$ cat src/rtl/draw_pkg.sv
// Shared types for the frame draw controller: FSM state encoding and
// framebuffer coordinate types.
package draw_pkg;

    typedef enum logic [2:0] {
        IDLE     = 3'd0,
        CLEAR    = 3'd1,
        WAIT_SEG = 3'd2,
        LAUNCH   = 3'd3,
        DRAW     = 3'd4,
        DONE     = 3'd5
    } state_t;

    typedef logic [9:0] xcoord_t;
    typedef logic [8:0] ycoord_t;

    // A frame is in flight in every state except IDLE and DONE.
    function automatic logic is_busy(state_t s);
        return !((s == IDLE) || (s == DONE));
    endfunction

endpackage

$ cat src/rtl/draw_controller_if.sv
// Segment source, line engine and framebuffer write-port bundle.
// master = draw controller side, slave = segment source / line engine / framebuffer side.
interface draw_controller_if;
    import draw_pkg::*;

    // segment source handshake
    logic    seg_valid;
    logic    seg_ready;
    xcoord_t seg_x0, seg_x1;
    ycoord_t seg_y0, seg_y1;
    logic    seg_last;

    // line engine
    logic    line_start;
    logic    line_abort;
    xcoord_t line_x0, line_x1;
    ycoord_t line_y0, line_y1;
    logic    line_pix_valid;
    xcoord_t line_px;
    ycoord_t line_py;
    logic    line_done;

    // framebuffer write port
    xcoord_t pix_x;
    ycoord_t pix_y;
    logic    pix_color;
    logic    pix_we;

    modport master (
        input  seg_valid, seg_x0, seg_x1, seg_y0, seg_y1, seg_last,
        output seg_ready,
        output line_start, line_abort, line_x0, line_x1, line_y0, line_y1,
        input  line_pix_valid, line_px, line_py, line_done,
        output pix_x, pix_y, pix_color, pix_we
    );

    modport slave (
        output seg_valid, seg_x0, seg_x1, seg_y0, seg_y1, seg_last,
        input  seg_ready,
        input  line_start, line_abort, line_x0, line_x1, line_y0, line_y1,
        output line_pix_valid, line_px, line_py, line_done,
        input  pix_x, pix_y, pix_color, pix_we
    );

endinterface

$ cat src/rtl/draw_controller_clear_sweep.sv
// Full-screen clear address generator: y is the inner index, x the outer.
// clr holds the counters at (0,0); en advances one pixel per cycle.
// last flags the final pixel (W-1,H-1); advancing past it returns to (0,0).
module clear_sweep
    import draw_pkg::*;
#(
    parameter int W = 640,
    parameter int H = 480
) (
    input  logic    clk,
    input  logic    reset,
    input  logic    clr,
    input  logic    en,
    output xcoord_t x,
    output ycoord_t y,
    output logic    last
);
    localparam int XW = (W > 1) ? $clog2(W) : 1;
    localparam int YW = (H > 1) ? $clog2(H) : 1;
    localparam logic [XW-1:0] X_MAX = XW'(W - 1);
    localparam logic [YW-1:0] Y_MAX = YW'(H - 1);

    logic [XW-1:0] x_q, x_d;
    logic [YW-1:0] y_q, y_d;

    assign last = (x_q == X_MAX) && (y_q == Y_MAX);
    assign x    = xcoord_t'(x_q);
    assign y    = ycoord_t'(y_q);

    // next address: y counts fastest, x steps only when y rolls over
    always_comb begin
        x_d = x_q;
        y_d = y_q;
        if (clr) begin
            x_d = '0;
            y_d = '0;
        end else if (en) begin
            if (y_q == Y_MAX) begin
                y_d = '0;
                x_d = last ? '0 : x_q + 1'b1;
            end else begin
                y_d = y_q + 1'b1;
            end
        end
    end

    // counter registers
    always_ff @(posedge clk) begin
        if (reset) begin
            x_q <= '0;
            y_q <= '0;
        end else begin
            x_q <= x_d;
            y_q <= y_d;
        end
    end

endmodule

$ cat src/rtl/draw_controller.sv
// Frame draw sequencer: clear sweep, then segments handed one at a time to
// the line engine. Owns the framebuffer write port (all outputs registered).
// Optional feature macro: DRAW_CTRL_CLIP_EN drops off-screen segments and
// counts them on clip_cnt.
module draw_controller
    import draw_pkg::*;
#(
    parameter int   SCREEN_W   = 640,
    parameter int   SCREEN_H   = 480,
    parameter logic CLR_COLOR  = 1'b0,
    parameter logic DRAW_COLOR = 1'b1
) (
    input  logic clk,
    input  logic reset,
    input  logic start,
    input  logic skip_clear,
    input  logic abort,
    draw_controller_if.master bus,
    output logic busy,
    output logic done
`ifdef DRAW_CTRL_CLIP_EN
    ,
    output logic [7:0] clip_cnt
`endif
);
    state_t  state_q, state_d;
    logic    last_q, last_d;
    xcoord_t lx0_q, lx0_d, lx1_q, lx1_d;
    ycoord_t ly0_q, ly0_d, ly1_q, ly1_d;
    logic    line_start_q, line_start_d;
    logic    line_abort_q, line_abort_d;
    logic    seg_ready_q, seg_ready_d;
    xcoord_t pix_x_q, pix_x_d;
    ycoord_t pix_y_q, pix_y_d;
    logic    pix_color_q, pix_color_d;
    logic    pix_we_q, pix_we_d;
    logic    busy_q, busy_d;
    logic    done_q, done_d;
    logic    seg_out;
`ifdef DRAW_CTRL_CLIP_EN
    logic [7:0] clip_cnt_q, clip_cnt_d;
    assign clip_cnt = clip_cnt_q;
`endif

    xcoord_t sw_x;
    ycoord_t sw_y;
    logic    sw_last;

    clear_sweep #(.W(SCREEN_W), .H(SCREEN_H)) u_sweep (
        .clk   (clk),
        .reset (reset),
        .clr   (state_q != CLEAR),
        .en    (state_q == CLEAR),
        .x     (sw_x),
        .y     (sw_y),
        .last  (sw_last)
    );

    // off-screen test only matters when clipping is built in
`ifdef DRAW_CTRL_CLIP_EN
    assign seg_out = (int'(bus.seg_x0) >= SCREEN_W) || (int'(bus.seg_x1) >= SCREEN_W) ||
                     (int'(bus.seg_y0) >= SCREEN_H) || (int'(bus.seg_y1) >= SCREEN_H);
`else
    assign seg_out = 1'b0;
`endif

    // next-state and next-output logic; abort outranks every other event
    always_comb begin
        state_d      = state_q;
        last_d       = last_q;
        lx0_d        = lx0_q;
        lx1_d        = lx1_q;
        ly0_d        = ly0_q;
        ly1_d        = ly1_q;
        line_start_d = 1'b0;
        line_abort_d = 1'b0;
        pix_we_d     = 1'b0;
        pix_x_d      = pix_x_q;
        pix_y_d      = pix_y_q;
        pix_color_d  = pix_color_q;
`ifdef DRAW_CTRL_CLIP_EN
        clip_cnt_d   = clip_cnt_q;
`endif
        if (abort && is_busy(state_q)) begin
            state_d      = IDLE;
            line_abort_d = (state_q == LAUNCH) || (state_q == DRAW);
        end else begin
            unique case (state_q)
                IDLE, DONE: begin
                    if (start) begin
                        state_d = skip_clear ? WAIT_SEG : CLEAR;
`ifdef DRAW_CTRL_CLIP_EN
                        clip_cnt_d = '0;
`endif
                    end
                end
                CLEAR: begin
                    pix_we_d    = 1'b1;
                    pix_x_d     = sw_x;
                    pix_y_d     = sw_y;
                    pix_color_d = CLR_COLOR;
                    if (sw_last) state_d = WAIT_SEG;
                end
                WAIT_SEG: begin
                    if (bus.seg_valid) begin
                        last_d = bus.seg_last;
                        if (seg_out) begin
`ifdef DRAW_CTRL_CLIP_EN
                            if (clip_cnt_q != 8'hFF) clip_cnt_d = clip_cnt_q + 8'd1;
`endif
                            state_d = bus.seg_last ? DONE : WAIT_SEG;
                        end else begin
                            lx0_d        = bus.seg_x0;
                            lx1_d        = bus.seg_x1;
                            ly0_d        = bus.seg_y0;
                            ly1_d        = bus.seg_y1;
                            line_start_d = 1'b1;
                            state_d      = LAUNCH;
                        end
                    end
                end
                LAUNCH: state_d = DRAW;
                DRAW: begin
                    // a pixel arriving with line_done is still written
                    if (bus.line_pix_valid) begin
                        pix_we_d    = 1'b1;
                        pix_x_d     = bus.line_px;
                        pix_y_d     = bus.line_py;
                        pix_color_d = DRAW_COLOR;
                    end
                    if (bus.line_done) state_d = last_q ? DONE : WAIT_SEG;
                end
                default: state_d = IDLE;
            endcase
        end
        seg_ready_d = (state_d == WAIT_SEG);
        busy_d      = is_busy(state_d);
        done_d      = (state_d == DONE);
    end

    // state and registered outputs
    always_ff @(posedge clk) begin
        if (reset) begin
            state_q      <= IDLE;
            last_q       <= 1'b0;
            lx0_q        <= '0;
            lx1_q        <= '0;
            ly0_q        <= '0;
            ly1_q        <= '0;
            line_start_q <= 1'b0;
            line_abort_q <= 1'b0;
            seg_ready_q  <= 1'b0;
            pix_x_q      <= '0;
            pix_y_q      <= '0;
            pix_color_q  <= 1'b0;
            pix_we_q     <= 1'b0;
            busy_q       <= 1'b0;
            done_q       <= 1'b0;
`ifdef DRAW_CTRL_CLIP_EN
            clip_cnt_q   <= '0;
`endif
        end else begin
            state_q      <= state_d;
            last_q       <= last_d;
            lx0_q        <= lx0_d;
            lx1_q        <= lx1_d;
            ly0_q        <= ly0_d;
            ly1_q        <= ly1_d;
            line_start_q <= line_start_d;
            line_abort_q <= line_abort_d;
            seg_ready_q  <= seg_ready_d;
            pix_x_q      <= pix_x_d;
            pix_y_q      <= pix_y_d;
            pix_color_q  <= pix_color_d;
            pix_we_q     <= pix_we_d;
            busy_q       <= busy_d;
            done_q       <= done_d;
`ifdef DRAW_CTRL_CLIP_EN
            clip_cnt_q   <= clip_cnt_d;
`endif
        end
    end

    assign bus.seg_ready  = seg_ready_q;
    assign bus.line_start = line_start_q;
    assign bus.line_abort = line_abort_q;
    assign bus.line_x0    = lx0_q;
    assign bus.line_x1    = lx1_q;
    assign bus.line_y0    = ly0_q;
    assign bus.line_y1    = ly1_q;
    assign bus.pix_x      = pix_x_q;
    assign bus.pix_y      = pix_y_q;
    assign bus.pix_color  = pix_color_q;
    assign bus.pix_we     = pix_we_q;
    assign busy           = busy_q;
    assign done           = done_q;

endmodule
$ cat src/flat_wrapper.sv
// flat-port wrapper written by rule: the top's interface ports become plain ports
module draw_controller_flat import draw_pkg::*;
#(
    parameter int   SCREEN_W   = 640,
    parameter int   SCREEN_H   = 480,
    parameter logic CLR_COLOR  = 1'b0,
    parameter logic DRAW_COLOR = 1'b1
)
  (clk, reset, start, skip_clear, abort, busy, done, bus_seg_valid, bus_seg_x0, bus_seg_x1, bus_seg_y0, bus_seg_y1, bus_seg_last, bus_seg_ready, bus_line_start, bus_line_abort, bus_line_x0, bus_line_x1, bus_line_y0, bus_line_y1, bus_line_pix_valid, bus_line_px, bus_line_py, bus_line_done, bus_pix_x, bus_pix_y, bus_pix_color, bus_pix_we);
  draw_controller_if bus_i ();
  input  logic clk;
  input  logic reset;
  input  logic start;
  input  logic skip_clear;
  input  logic abort;
  output logic busy;
  output logic done;
  input wire logic [$bits(bus_i.seg_valid)-1:0] bus_seg_valid;
  input wire logic [$bits(bus_i.seg_x0)-1:0] bus_seg_x0;
  input wire logic [$bits(bus_i.seg_x1)-1:0] bus_seg_x1;
  input wire logic [$bits(bus_i.seg_y0)-1:0] bus_seg_y0;
  input wire logic [$bits(bus_i.seg_y1)-1:0] bus_seg_y1;
  input wire logic [$bits(bus_i.seg_last)-1:0] bus_seg_last;
  output wire logic [$bits(bus_i.seg_ready)-1:0] bus_seg_ready;
  output wire logic [$bits(bus_i.line_start)-1:0] bus_line_start;
  output wire logic [$bits(bus_i.line_abort)-1:0] bus_line_abort;
  output wire logic [$bits(bus_i.line_x0)-1:0] bus_line_x0;
  output wire logic [$bits(bus_i.line_x1)-1:0] bus_line_x1;
  output wire logic [$bits(bus_i.line_y0)-1:0] bus_line_y0;
  output wire logic [$bits(bus_i.line_y1)-1:0] bus_line_y1;
  input wire logic [$bits(bus_i.line_pix_valid)-1:0] bus_line_pix_valid;
  input wire logic [$bits(bus_i.line_px)-1:0] bus_line_px;
  input wire logic [$bits(bus_i.line_py)-1:0] bus_line_py;
  input wire logic [$bits(bus_i.line_done)-1:0] bus_line_done;
  output wire logic [$bits(bus_i.pix_x)-1:0] bus_pix_x;
  output wire logic [$bits(bus_i.pix_y)-1:0] bus_pix_y;
  output wire logic [$bits(bus_i.pix_color)-1:0] bus_pix_color;
  output wire logic [$bits(bus_i.pix_we)-1:0] bus_pix_we;
  assign bus_i.seg_valid = bus_seg_valid;
  assign bus_i.seg_x0 = bus_seg_x0;
  assign bus_i.seg_x1 = bus_seg_x1;
  assign bus_i.seg_y0 = bus_seg_y0;
  assign bus_i.seg_y1 = bus_seg_y1;
  assign bus_i.seg_last = bus_seg_last;
  assign bus_seg_ready = bus_i.seg_ready;
  assign bus_line_start = bus_i.line_start;
  assign bus_line_abort = bus_i.line_abort;
  assign bus_line_x0 = bus_i.line_x0;
  assign bus_line_x1 = bus_i.line_x1;
  assign bus_line_y0 = bus_i.line_y0;
  assign bus_line_y1 = bus_i.line_y1;
  assign bus_i.line_pix_valid = bus_line_pix_valid;
  assign bus_i.line_px = bus_line_px;
  assign bus_i.line_py = bus_line_py;
  assign bus_i.line_done = bus_line_done;
  assign bus_pix_x = bus_i.pix_x;
  assign bus_pix_y = bus_i.pix_y;
  assign bus_pix_color = bus_i.pix_color;
  assign bus_pix_we = bus_i.pix_we;
  draw_controller #(.SCREEN_W(SCREEN_W), .SCREEN_H(SCREEN_H), .CLR_COLOR(CLR_COLOR), .DRAW_COLOR(DRAW_COLOR)) u_core (.clk(clk), .reset(reset), .start(start), .skip_clear(skip_clear), .abort(abort), .bus(bus_i), .busy(busy), .done(done));
endmodule
$ cat config.mk
export PLATFORM = sky130hd
export DESIGN_NAME = draw_controller_flat
export DESIGN_NICKNAME = d
export VERILOG_FILES = /design/src/rtl/draw_pkg.sv /design/src/rtl/draw_controller_if.sv /design/src/rtl/draw_controller_clear_sweep.sv /design/src/rtl/draw_controller.sv /design/src/flat_wrapper.sv
export SDC_FILE = /design/constraint.sdc
export NUM_CORES = 1
export LEC_CHECK = 0
export ABC_AREA = 1
export CAP_MARGIN = 0
export CORE_ASPECT_RATIO = 0.5
export CORE_MARGIN = 2
export CORE_UTILIZATION = 49
export DETAILED_ROUTE_END_ITERATION = 16
export PLACE_DENSITY = 0.86
export SLEW_MARGIN = 20
export SYNTH_ARGS = -nofsm -noshare
export SYNTH_HDL_FRONTEND = slang
export SYNTH_HIERARCHICAL = 1
export SYNTH_SLANG_ARGS = --single-unit
$ cat constraint.sdc
create_clock -name clk -period 3.5 [get_ports clk]
set_input_delay 0.875 -clock clk [delete_from_list [all_inputs] [get_ports clk]]
set_output_delay 0.875 -clock clk [all_outputs]
set_load 0.01 [all_outputs]
### Word-level counts from Yosys, hierarchy flattened

Cells that the tools add are included.

| cells by class | value |
|---|---|
| add/subtract/negate cells | 2 |
| eq/ne operators | 11 |
| muxes and demuxes | 19 |
| bitwise gates (word level) | 2 |
| reductions and logical operators | 18 |

Operators by type and width:

| kind | count |
|---|---|
| 2-to-1 mux 10 bit | 2 |
| case mux 10 bit (2 select lines) | 1 |
| 2-to-1 mux 3 bit | 6 |
| 2-to-1 mux 9 bit | 2 |
| case mux 9 bit (2 select lines) | 1 |
| case mux 3 bit (5 select lines) | 1 |
| adder 10 x 1 -> 10 bit, second input constant | 1 |
| equality test 10 bit, second input constant | 1 |
| adder 9 x 1 -> 9 bit, second input constant | 1 |
| equality test 3 x 2 -> 1 bit, second input constant | 3 |
| equality test 3 bit, second input constant | 3 |
| equality test 9 bit, second input constant | 1 |
| OR reduction 2 bit | 4 |
| zero test 3 bit | 2 |
| AND reduction 3 bit | 2 |
| case mux 1 bit (2 select lines) | 2 |
| equality test 3 x 1 -> 1 bit, second input constant | 1 |
| logical OR 1 bit | 3 |
| 2-to-1 mux 1 bit | 3 |
| != test 3 x 1 -> 1 bit, second input constant | 1 |
| OR reduction 3 bit | 1 |
| logical AND 1 bit | 2 |
| zero test 1 bit | 2 |
| 2-to-1 mux 2 bit | 1 |
| 4 further kinds | 5 |

| word-level totals | value |
|---|---|
| register bits | 87 |
| input bits | 66 |
| output and inout port bits | 64 |
| logic and storage cells | 69 |

### Depth between registers and ports, before layout

| depth | value |
|---|---|
| word-level depth | 8 |
| mapped depth | 14 |
| gate-level depth less buffers | 14 |

### Cells and area by module

The synthesis kept the hierarchy.

Modules (own cells, without submodules):

| module | instances | cells each | area each (um^2) | seq. area each (um^2) |
|---|---|---|---|---|
| draw_controller | 1 | 390 | 2715.1 | 1361.3 |
| clear_sweep | 1 | 155 | 1043.5 | 380.4 |

### Worst setup path after synthesis

Ideal clock, no wire load.

| path | value |
|---|---|
| path type | input to register |
| start point | input port reset |
| end point | register u_core.lx0_q[0] (netlist: u_core/bus.line_x0[0]) |
| library setup time | 0.132 ns |
| arrival time | 1.639 ns |
| data required time | 3.368 ns |
| setup slack | 1.728 ns |
| stages | 4 |
| path buffers | 3 |
| cells stage by stage | clkbuf_1 clkbuf_1 clkbuf_1 a21oi_1 |

RTL lines:

| item | line | RTL |
|---|---|---|
| start: declaration | flat_wrapper.sv:12 | `input logic reset;` |
| end signal: assignment | draw_controller.sv:165 | `lx0_q <= lx0_d;` |
| end: declaration | draw_controller.sv:28 | `xcoord_t lx0_q, lx0_d, lx1_q, lx1_d;` |

No word-level cell between the ends.

### Worst setup path after layout

| path | value |
|---|---|
| start point | input port abort |
| end point | register u_core.pix_y_q[2] (netlist: u_core/bus.pix_y[2]) |

| on the way | value |
|---|---|
| longest elaborated chain between the ends | 3 |

RTL lines:

| item | line | RTL |
|---|---|---|
| start: declaration | flat_wrapper.sv:15 | `input logic abort;` |
| logical AND 1 bit | draw_controller.sv:84 | `if (abort && is_busy(state_q)) begin` |
| inverter 1 bit (no source line) | - |  |
| AND reduction 3 bit (no source line) | - |  |
| end signal: assignment | draw_controller.sv:173 | `pix_y_q <= pix_y_d;` |
| end: declaration | draw_controller.sv:34 | `ycoord_t pix_y_q, pix_y_d;` |

Every way passes these cells.
A chain may end at the register's enable or synchronous reset.

==> reports/results.txt <==
Status: complete, no violations
Number of port buffers: 129
Vias in the first global route: 3299
Final Setup Violations: 0
Slew @ Worst Pin: 0.691 ns
GRT Total Usage: 0.227
Antenna viol nets, final: 0
Slew headroom: 0.539
H-Tree Depth: 3
Final GP Congestion: 0.900
Final clock skew: 0.00491 ns
CTS max path bufs: 2
Met3 WL: 484 µm
Critical path launch point type: primary input
Hold Path Class: flip-flop to flip-flop
Layout cells sized above 1: 0.0509
GRT overflow: 0
Cell Pwr Density: 442 nW/µm²
Crit path max fanout: 22
Core area: 7380 µm²
Pin count of the biggest net entering global routing: 69
Layout Area Growth over Synthesis: 41.2%
Avg Cell Area, Syn: 6.90 µm²
Die ar.: 8430 µm²
M1 WL: 4240 µm
Synthesized net count: 613
Final Slew Violations: 0
Initial DRC count: 297
CP Class: primary input to flip-flop
Cell area after synthesis: 3760 µm²
Max VDD drop: 0.253 mV
Worst EP arrival: 2.40 ns
Data required, critical path: 3.68 ns
Post-DP HPWL: 6730 µm
TritonCTS buffer count: 9
Final hold slack: 0.462 ns
Top Layer Used: met4
Fin area: 5310 µm²
Seq/Total Area, Yosys: 0.463
Post-CTS Repair Setup Buffers: 0
Initial core utilization: 0.509
DRC errors left: 0
Setup TNS: 0 ns
Site Rows: 22
Footprint of the multi-input gates: 1740 µm²
Number of synthesized register bits: 87
Die height: 65.9 µm
First-pass DRT Iterations: 4
Die width: 128 µm
Final WL: 9530 µm
RSZ-0062 raised after global routing: no
Initial antenna violation count: 0
Nets: 731
Io pins: 130
Reg area: 1740 µm²
WL met2: 4700 µm
Final Hold Vio Count: 0
Clk sink count: 87
WL/cell: 12.5 µm
Vias per inst: 4.86
Clk_lat worst skew: 0.33 ns
Root Buffer: clkbuf_16
Max-Cap Viols: 0
PostCTS Resize Cnt: 0
CTS Hold Buffers Added: 0
DR vias: 3713
Cells after synthesis: 545
Layout filler cell count: 609
CTS tree: done
CP Capture Type: flip-flop
Antenna cells: 0
F_max: 0.452 GHz
Clk pin slew, worst setup/hold paths: 0.06 ns
Global-route wire length before repair: 15300 µm
Fin crit share: 0.633
Static Leak: 1.97 nW
Post-synth cell types: 29
Fin crit period: 2.21 ns
Post-DP Area: 5050 µm²
Warnings from Yosys: 6
-- Yosys cell counts (all sizes together) --
library cell / n / area [µm²]
buf: 13 / 86.3
inv: 34 / 128
a211oi: 3 / 22.5
o21a: 1 / 7.51
nor3b: 2 / 15.0
nand2: 236 / 898
nor2: 51 / 209
o21ai: 7 / 46.3
xor2: 2 / 17.5
nand4: 5 / 31.3
xnor2: 2 / 17.5
clkbuf: 13 / 58.8
or2: 1 / 6.26
nor3: 4 / 20.0
dfxtp: 87 / 1740
ha: 2 / 25.0
nand3: 17 / 103
a21oi: 65 / 325
-- flip-flops by register name, indices dropped and copies added (netlist names), 3 cells and up --
register and flops:
u_core/bus.line_x0 10, u_core/bus.line_x1 10, u_core/bus.pix_x 10, u_core/u_sweep/x 10, u_core/bus.line_y0 9, u_core/bus.line_y1 9, u_core/bus.pix_y 9, u_core/u_sweep/y 9
u_core/state_q 3
-- metrics by stage --
step                      power [W]  cells   util  setup slack, ns
final                       0.00235    764  0.720             1.29
after global routing        0.00246    764  0.720             1.13
after CTS                   0.00236    764  0.720             1.30
after detailed placement    0.00152    748  0.685            0.981
after global placement      0.00152    748  0.685             1.03
after floorplan             0.00134    545      -             1.73
-- path summary, 6_finish.rpt --
check | slack, ns | cells past startpoint | to | start
max | 1.29 | 7 | u_core/bus.pix_y[2] | abort
min | 0.46 | 2 | u_core/bus.line_y1[3] | u_core/bus.line_y1[3]
max reg2reg | 1.34 | 10 | u_core/bus.pix_y[2] | u_core/state_q[1]
min reg2reg | 0.46 | 2 | u_core/bus.line_y1[3] | u_core/bus.line_y1[3]
-- cells by family (layout without fill, tap and decap cells) --
kind of cell / Yosys count / count (layout) / synth area share
AND/OR/NAND/NOR: 316 / 316 / 0.341
buffers and inverters: 60 / 183 / 0.0726
AO/OA/AOI/OAI: 76 / 76 / 0.107
adder cells (fa/ha/maj): 2 / 2 / 0.00666
XOR/XNOR: 4 / 4 / 0.00932
flip-flops: 87 / 87 / 0.463
-- placed cells by master (no fill, tap or decap), types with 2 or more instances in the layout --
cell type        count
clkdlybuf4s50_1    128
o21ai_0              3
clkinv_2             3
dfxtp_1             87
nand2_1            231
clkbuf_1             3
o21ai_2              3
nand2_2              5
nand3_1             15
xor2_1               2
a211oi_1             3
nor2_4               2
nor2_1              48
nand4_1              5
xnor2_1              2
inv_1               31
nor3b_1              2
a21oi_1             65
clkbuf_16            9
buf_4                4
inv_2                3
ha_1                 2
nor3_1               4
-- final cells by class --
type,instances,share of cell area
tap,96,0.0226
inverter,34,0.0240
clock inverter,4,0.00424
multi-input combinational,398,0.329
clock buffer,12,0.0445
sequential,87,0.328
timing repair buffer,133,0.248
-- metal layers --
metal,track usage,vias up
li1,-,1937
met2,0.406,93
met1,0.275,1671
met5,0,-
met3,0.0566,12
met4,0.0687,0
-- worst max-delay path, cell delays in order --
cell	delay [ns]
clkdlybuf4s50_1	0.47
nand3_2	0.14
nand2_1	0.10
buf_4	0.24
inv_1	0.33
nand2_1	0.16
a21oi_1	0.08
-- report_power, final --
part | switching (W) | internal (W) | leakage, nW
Sequential | 0.0000272 | 0.00104 | 0.702
Combinational | 0.000250 | 0.000193 | 1.14
Clock | 0.000362 | 0.000477 | 0.126
Total | 0.000639 | 0.00171 | 1.97
Note: power is estimated with default switching activity, not from simulation.
==> variant 1, RTL diff (config.mk and constraints unchanged) <==
Make the reset (`reset`) asynchronous in 2 clocked blocks.
--- a/src/rtl/draw_controller_clear_sweep.sv
+++ b/src/rtl/draw_controller_clear_sweep.sv
@@ -47,3 +47,3 @@
     // counter registers
-    always_ff @(posedge clk) begin
+    always_ff @(posedge clk or posedge reset) begin
         if (reset) begin
--- a/src/rtl/draw_controller.sv
+++ b/src/rtl/draw_controller.sv
@@ -141,3 +141,3 @@
     // state and registered outputs
-    always_ff @(posedge clk) begin
+    always_ff @(posedge clk or posedge reset) begin
         if (reset) begin
Function: differs if reset is asserted again (counterexample within 4 cycles, from zero or initial values and one cycle with reset high); with reset held inactive, the same outputs for 4 cycles.
==> variant 1 against the original RTL <==
Area after synthesis up 11%; routed wire length grew 14%; die area up 11%; sequential cell count unchanged; fmax down 16%; setup slack worse by 0.41 ns; final area grew 9.4%.
Power is not compared: it rests on default switching activity, and its combinational part moved more than twofold at a synthesized area within 25%.
==> variant 1: results <==
[grt]
globalRouteTotalUtil_pct = 24.32
grt_pass1_wl_um = 18000
grt_pass1_vias = 3664

[worst_setup_path]
cp_slowest_cell = "nand2_2"
rr_worst_depth = 8
critical_path.max_fanout = 41
r2r_setup_slack_ns = 0.88
critPathMaxStageDelay_ns = 0.51
critPathCapture = "u_core/bus.pix_x[7]$_DFFE_PP0P_"
worstPathArrival_ns = 2.82
rr_startpoint = "u_core/state_q[0]$_DFF_PP0_"

[synthesis]
synth_cell_types = 31
synth_area_leaders = "dfrtp_1, nand2_1, nor2_1"
syn_avg_cell_area_um2 = 8.128
ys_seq_area_share_pct = 52.11
yosys-top-cells-count = "nand2_1, dfrtp_1, nor2_1"
syn-num-nets = 582

[placed_design]
dp.cells = 740
gp_congestion = 0.8696
hpwlAfterDp_um = 7354

[status]
status = "complete, no violations"

[power_and_ir_drop]
leakagePower_uw = 0.002721

[drt]
via_count = 3796
first_iter_violations = 263
avgRoutedWirePerCell_um = 14.35
wl_um = 10850

[final_layout]
fillers = 632
nets = 707

[timing]
timing.slew.headroom_pct = 38.82
finalClockSkew_ns = 0.007665

[clock_network]
insertion_delay_ns = 0.35
[variant 1: cell types whose count changed after synthesis, moves of 18 or more]
cell	unedited run	this run
nor2_1	48	71
dfxtp_1	87	0
nand2_1	231	213
a21oi_1	65	4
o31ai_2	0	18
dfrtp_1	0	87
[variant 1: cells by family (layout without fill, tap and decap cells)]
family	Yosys count	count (layout)	share of synthesized area [%]
DFF	87	87	52.11
xor gates and xnor gates	3	3	0.6290
and+or+nand+nor	331	331	32.31
adders and majority gates	2	2	0.5989
AOI/OAI and AO/OA	40	40	8.536
buffers and inverters	51	181	5.810
[variant 1: per-layer routing]
| metal | global-route usage, % | vias to the layer above | wire (um) |
|---|---|---|---|
| met4 | 9.357 | 0 | 208 |
| met1 | 30.88 | 1791 | 4700 |
| met3 | 5.190 | 19 | 591 |
| li1 | - | 1863 | - |
| met5 | 0 | - | 0 |
| met2 | 41.10 | 123 | 5352 |
[variant 1: worst min path at each step]
stage                                           start                                 to  slack [ns]  cells after the start
global placement    u_core/bus.line_y0[0]$_DFFE_PP0P_  u_core/bus.line_y0[0]$_DFFE_PP0P_        0.46                      2
global route        u_core/bus.line_x1[7]$_DFFE_PP0P_  u_core/bus.line_x1[7]$_DFFE_PP0P_        0.50                      2
floorplan                   u_core/last_q$_DFFE_PP0P_          u_core/last_q$_DFFE_PP0P_        0.49                      2
CTS                 u_core/bus.line_y1[5]$_DFFE_PP0P_  u_core/bus.line_y1[5]$_DFFE_PP0P_        0.48                      2
detailed placement  u_core/bus.line_y1[5]$_DFFE_PP0P_  u_core/bus.line_y1[5]$_DFFE_PP0P_        0.46                      2
finish              u_core/bus.line_y1[5]$_DFFE_PP0P_  u_core/bus.line_y1[5]$_DFFE_PP0P_        0.48                      2
[variant 1: area by class of cell]
cell class	instances	area share, %
Multi-Input combinational cell	376	30.27
Tap cell	112	2.413
Inverter	34	2.197
Timing Repair Buffer	131	22.49
Clock inverter	6	1.206
Sequential cell	87	37.48
Clock buffer	10	3.942
[variant 1: through the flow]
step                      setup slack [ns]  instance area, um2
after detailed placement            0.8718                5509
after CTS                           0.9171                5808
after floorplan                     0.9135                4178
after global routing                0.5563                5808
after global placement              0.9417                5509
final                               0.8751                5808
[variant 1: power by group]
part	leakage (uW)	switching, uW	total (uW)	internal, uW
combinational	0.00144	1090	2020	928
clock	0.000135	409	966	557
sequential	0.00115	216	1580	1370
total	0.00272	1720	4570	2850
[variant 1: worst max-delay path: cells and delay by family (launching register included)]
kind	cells	cell delay, ns
flip-flops	1	0.45
buffers and inverters	1	0.42
AO/OA/AOI/OAI	1	0.11
AND/OR/NAND/NOR	6	1.48
==> variant 2, RTL diff (config.mk and constraints unchanged) <==
Made on the original files. `SCREEN_W` is set to 640 in 2 places; all go to 2560.
--- a/src/rtl/draw_controller.sv
+++ b/src/rtl/draw_controller.sv
@@ -7,3 +7,3 @@
 #(
-    parameter int   SCREEN_W   = 640,
+    parameter int   SCREEN_W   = 2560,
     parameter int   SCREEN_H   = 480,
--- a/src/flat_wrapper.sv
+++ b/src/flat_wrapper.sv
@@ -3,3 +3,3 @@
 #(
-    parameter int   SCREEN_W   = 640,
+    parameter int   SCREEN_W   = 2560,
     parameter int   SCREEN_H   = 480,
Function: no difference found for any inputs over 4 cycles, from zero or initial values and one cycle with reset high; that may be too few to reach the edited logic, so the function may still have changed.
==> variant 2 against the original RTL <==
Area after synthesis up 5.1%; critical path depth down 6; non-clock buffer count unchanged; setup slack better by 0.098 ns; combinational power down 1%; sequential cell count up 2; routed wire length up 5.6%; final area up 3.3%; total power up 5.5%; highest routed layer unchanged; sequential share of layout area down 0.32 points.
==> variant 2: results <==
[status]
status = "complete, no violations"

[synthesis]
yosys-top-cells-count = "nand2_1, dfxtp_1, a21oi_1"
syn-num-nets = 634
async_reset_ff_share_pct = 0
synth_area_leaders = "dfxtp_1, nand2_1, a21oi_1"
synth_cell_types = 29
synth_top_flop_cell = "dfxtp_1"
ys_seq_area_share_pct = 45.12
ys_warn_count = 6

[clock_network]
postCtsSetupBuffers = 0
insertion_delay_ns = 0.34
cts_buffers = 9
clockBufferDepth = 2
postCtsResizedCells = 0
cts-root-buf = "clkbuf_16"
ctsHtreeMaxLevel = 3
clk_pin_slew_ns = 0.06

[placed_design]
gp_congestion = 0.8892
hpwlAfterDp_um = 7077
io_buffers = 129

[final_layout]
nets = 742
largest_reg_flops = 12
top_register = "u_core/u_sweep/x_q"
diodes = 0
drive_gt1_share_pct = 6.333
fillers = 629

[worst_setup_path]
crit_family = "buffers and inverters"
critPathMaxStageDelay_ns = 0.58
critical_path.max_fanout = 2
cp_slowest_cell = "clkdlybuf4s50_1"

[power_and_ir_drop]
ir_drop_v = 0.0002727
p_switching_uw = 672.1
leakagePower_uw = 0.002034

[drt]
first_iter_violations = 276
via_count = 3959
avgRoutedWirePerCell_um = 12.72
first_pass_iters = 5

[grt]
globalRouteTotalUtil_pct = 21.99
grt_pass1_vias = 3266
grt_antenna_before_repair = 0
grt_start_max_net_pins = 69
grt_pass1_wl_um = 15330

[hold_path]
hp-class = "flip-flop to flip-flop"

[timing]
finalClockSkew_ns = 0.006173
timing.slew.headroom_pct = 52.91
variant 2: cell count changes in the layout (fill, tap and decap cells not counted), moves of 3 or more:
cell	before	now
nand3_1	15	21
nor2_1	48	42
inv_1	31	27
o21bai_2	0	4
nand2_1	231	234
variant 2: kinds of logic after synthesis:
kind of cell	share of synthesized area (%)
adders and majority gates	0.6336
xor gates and xnor gates	0.6655
and+or+nand+nor	34.00
AOI/OAI and AO/OA	10.93
buffers and inverters	8.650
DFF	45.12
variant 2: tightest hold or removal path: stages (launching register included):
cell and delay (ns):
dfxtp_1 0.31, nand2_1 0.06, a21oi_1 0.05
variant 2: cell type report:
cell class	count	area [um2]	area share, %
multi-input cells	408	1826	33.29
flip-flops and latches	89	1782	32.49
repair buffers	133	1316	24.00
clock buffers	10	229.0	4.175
well taps	112	140.1	2.555
inverters	33	123.9	2.259
clock inverters	6	67.56	1.232
variant 2: per-stage QoR:
step           worst slack [ns]  hold WS, ns  cell area [um2]  std cells  util (%)
3_5_place_dp              1.062       0.4542             5187        775     65.55
5_1_grt                   1.240       0.4825             5484        791     69.30
6_report                  1.383       0.4639             5484        791     69.30
2_1_floorplan             1.728       0.4392             3949        566         -
4_1_cts                   1.371       0.4645             5484        791     69.30
3_3_place_gp              1.136       0.4508             5187        775     65.55
variant 2: power groups by stage:
stage	Combinational, uW	Clock [uW]	Sequential (uW)
global route	480	1010	1090
floorplan	237	0	1120
global placement	430	0	1100
CTS	437	966	1080
detailed placement	435	0	1110
finish	437	952	1080
variant 2: worst paths after layout:
| check | startpoint | to | slack (ns) | cells after the start |
|---|---|---|---|---|
| worst min register to register | u_core/bus.pix_y[2]$_SDFFE_PP0P_ | u_core/bus.pix_y[2]$_SDFFE_PP0P_ | 0.46 | 2 |
| worst min-delay path | u_core/bus.pix_y[2]$_SDFFE_PP0P_ | u_core/bus.pix_y[2]$_SDFFE_PP0P_ | 0.46 | 2 |
| worst max-delay path | u_core/bus.line_x0[4]$_SDFFE_PP0P_ | bus_line_x0[4] | 1.38 | 1 |
| worst max register to register | u_core/state_q[1]$_SDFF_PP0_ | u_core/bus.pix_x[1]$_SDFFE_PP0P_ | 1.47 | 9 |
variant 2: metal layers:
| layer | wire length, um | share of wire [%] | vias up | GRT usage (%) |
|---|---|---|---|---|
| met5 | 0 | 0 | - | 0 |
| met4 | 155 | 1.5 | 0 | 7.314 |
| met3 | 779 | 7.7 | 15 | 6.260 |
| met2 | 4758 | 47 | 140 | 37.11 |
| met1 | 4365 | 43 | 1814 | 27.49 |
| li1 | - | - | 1990 | - |
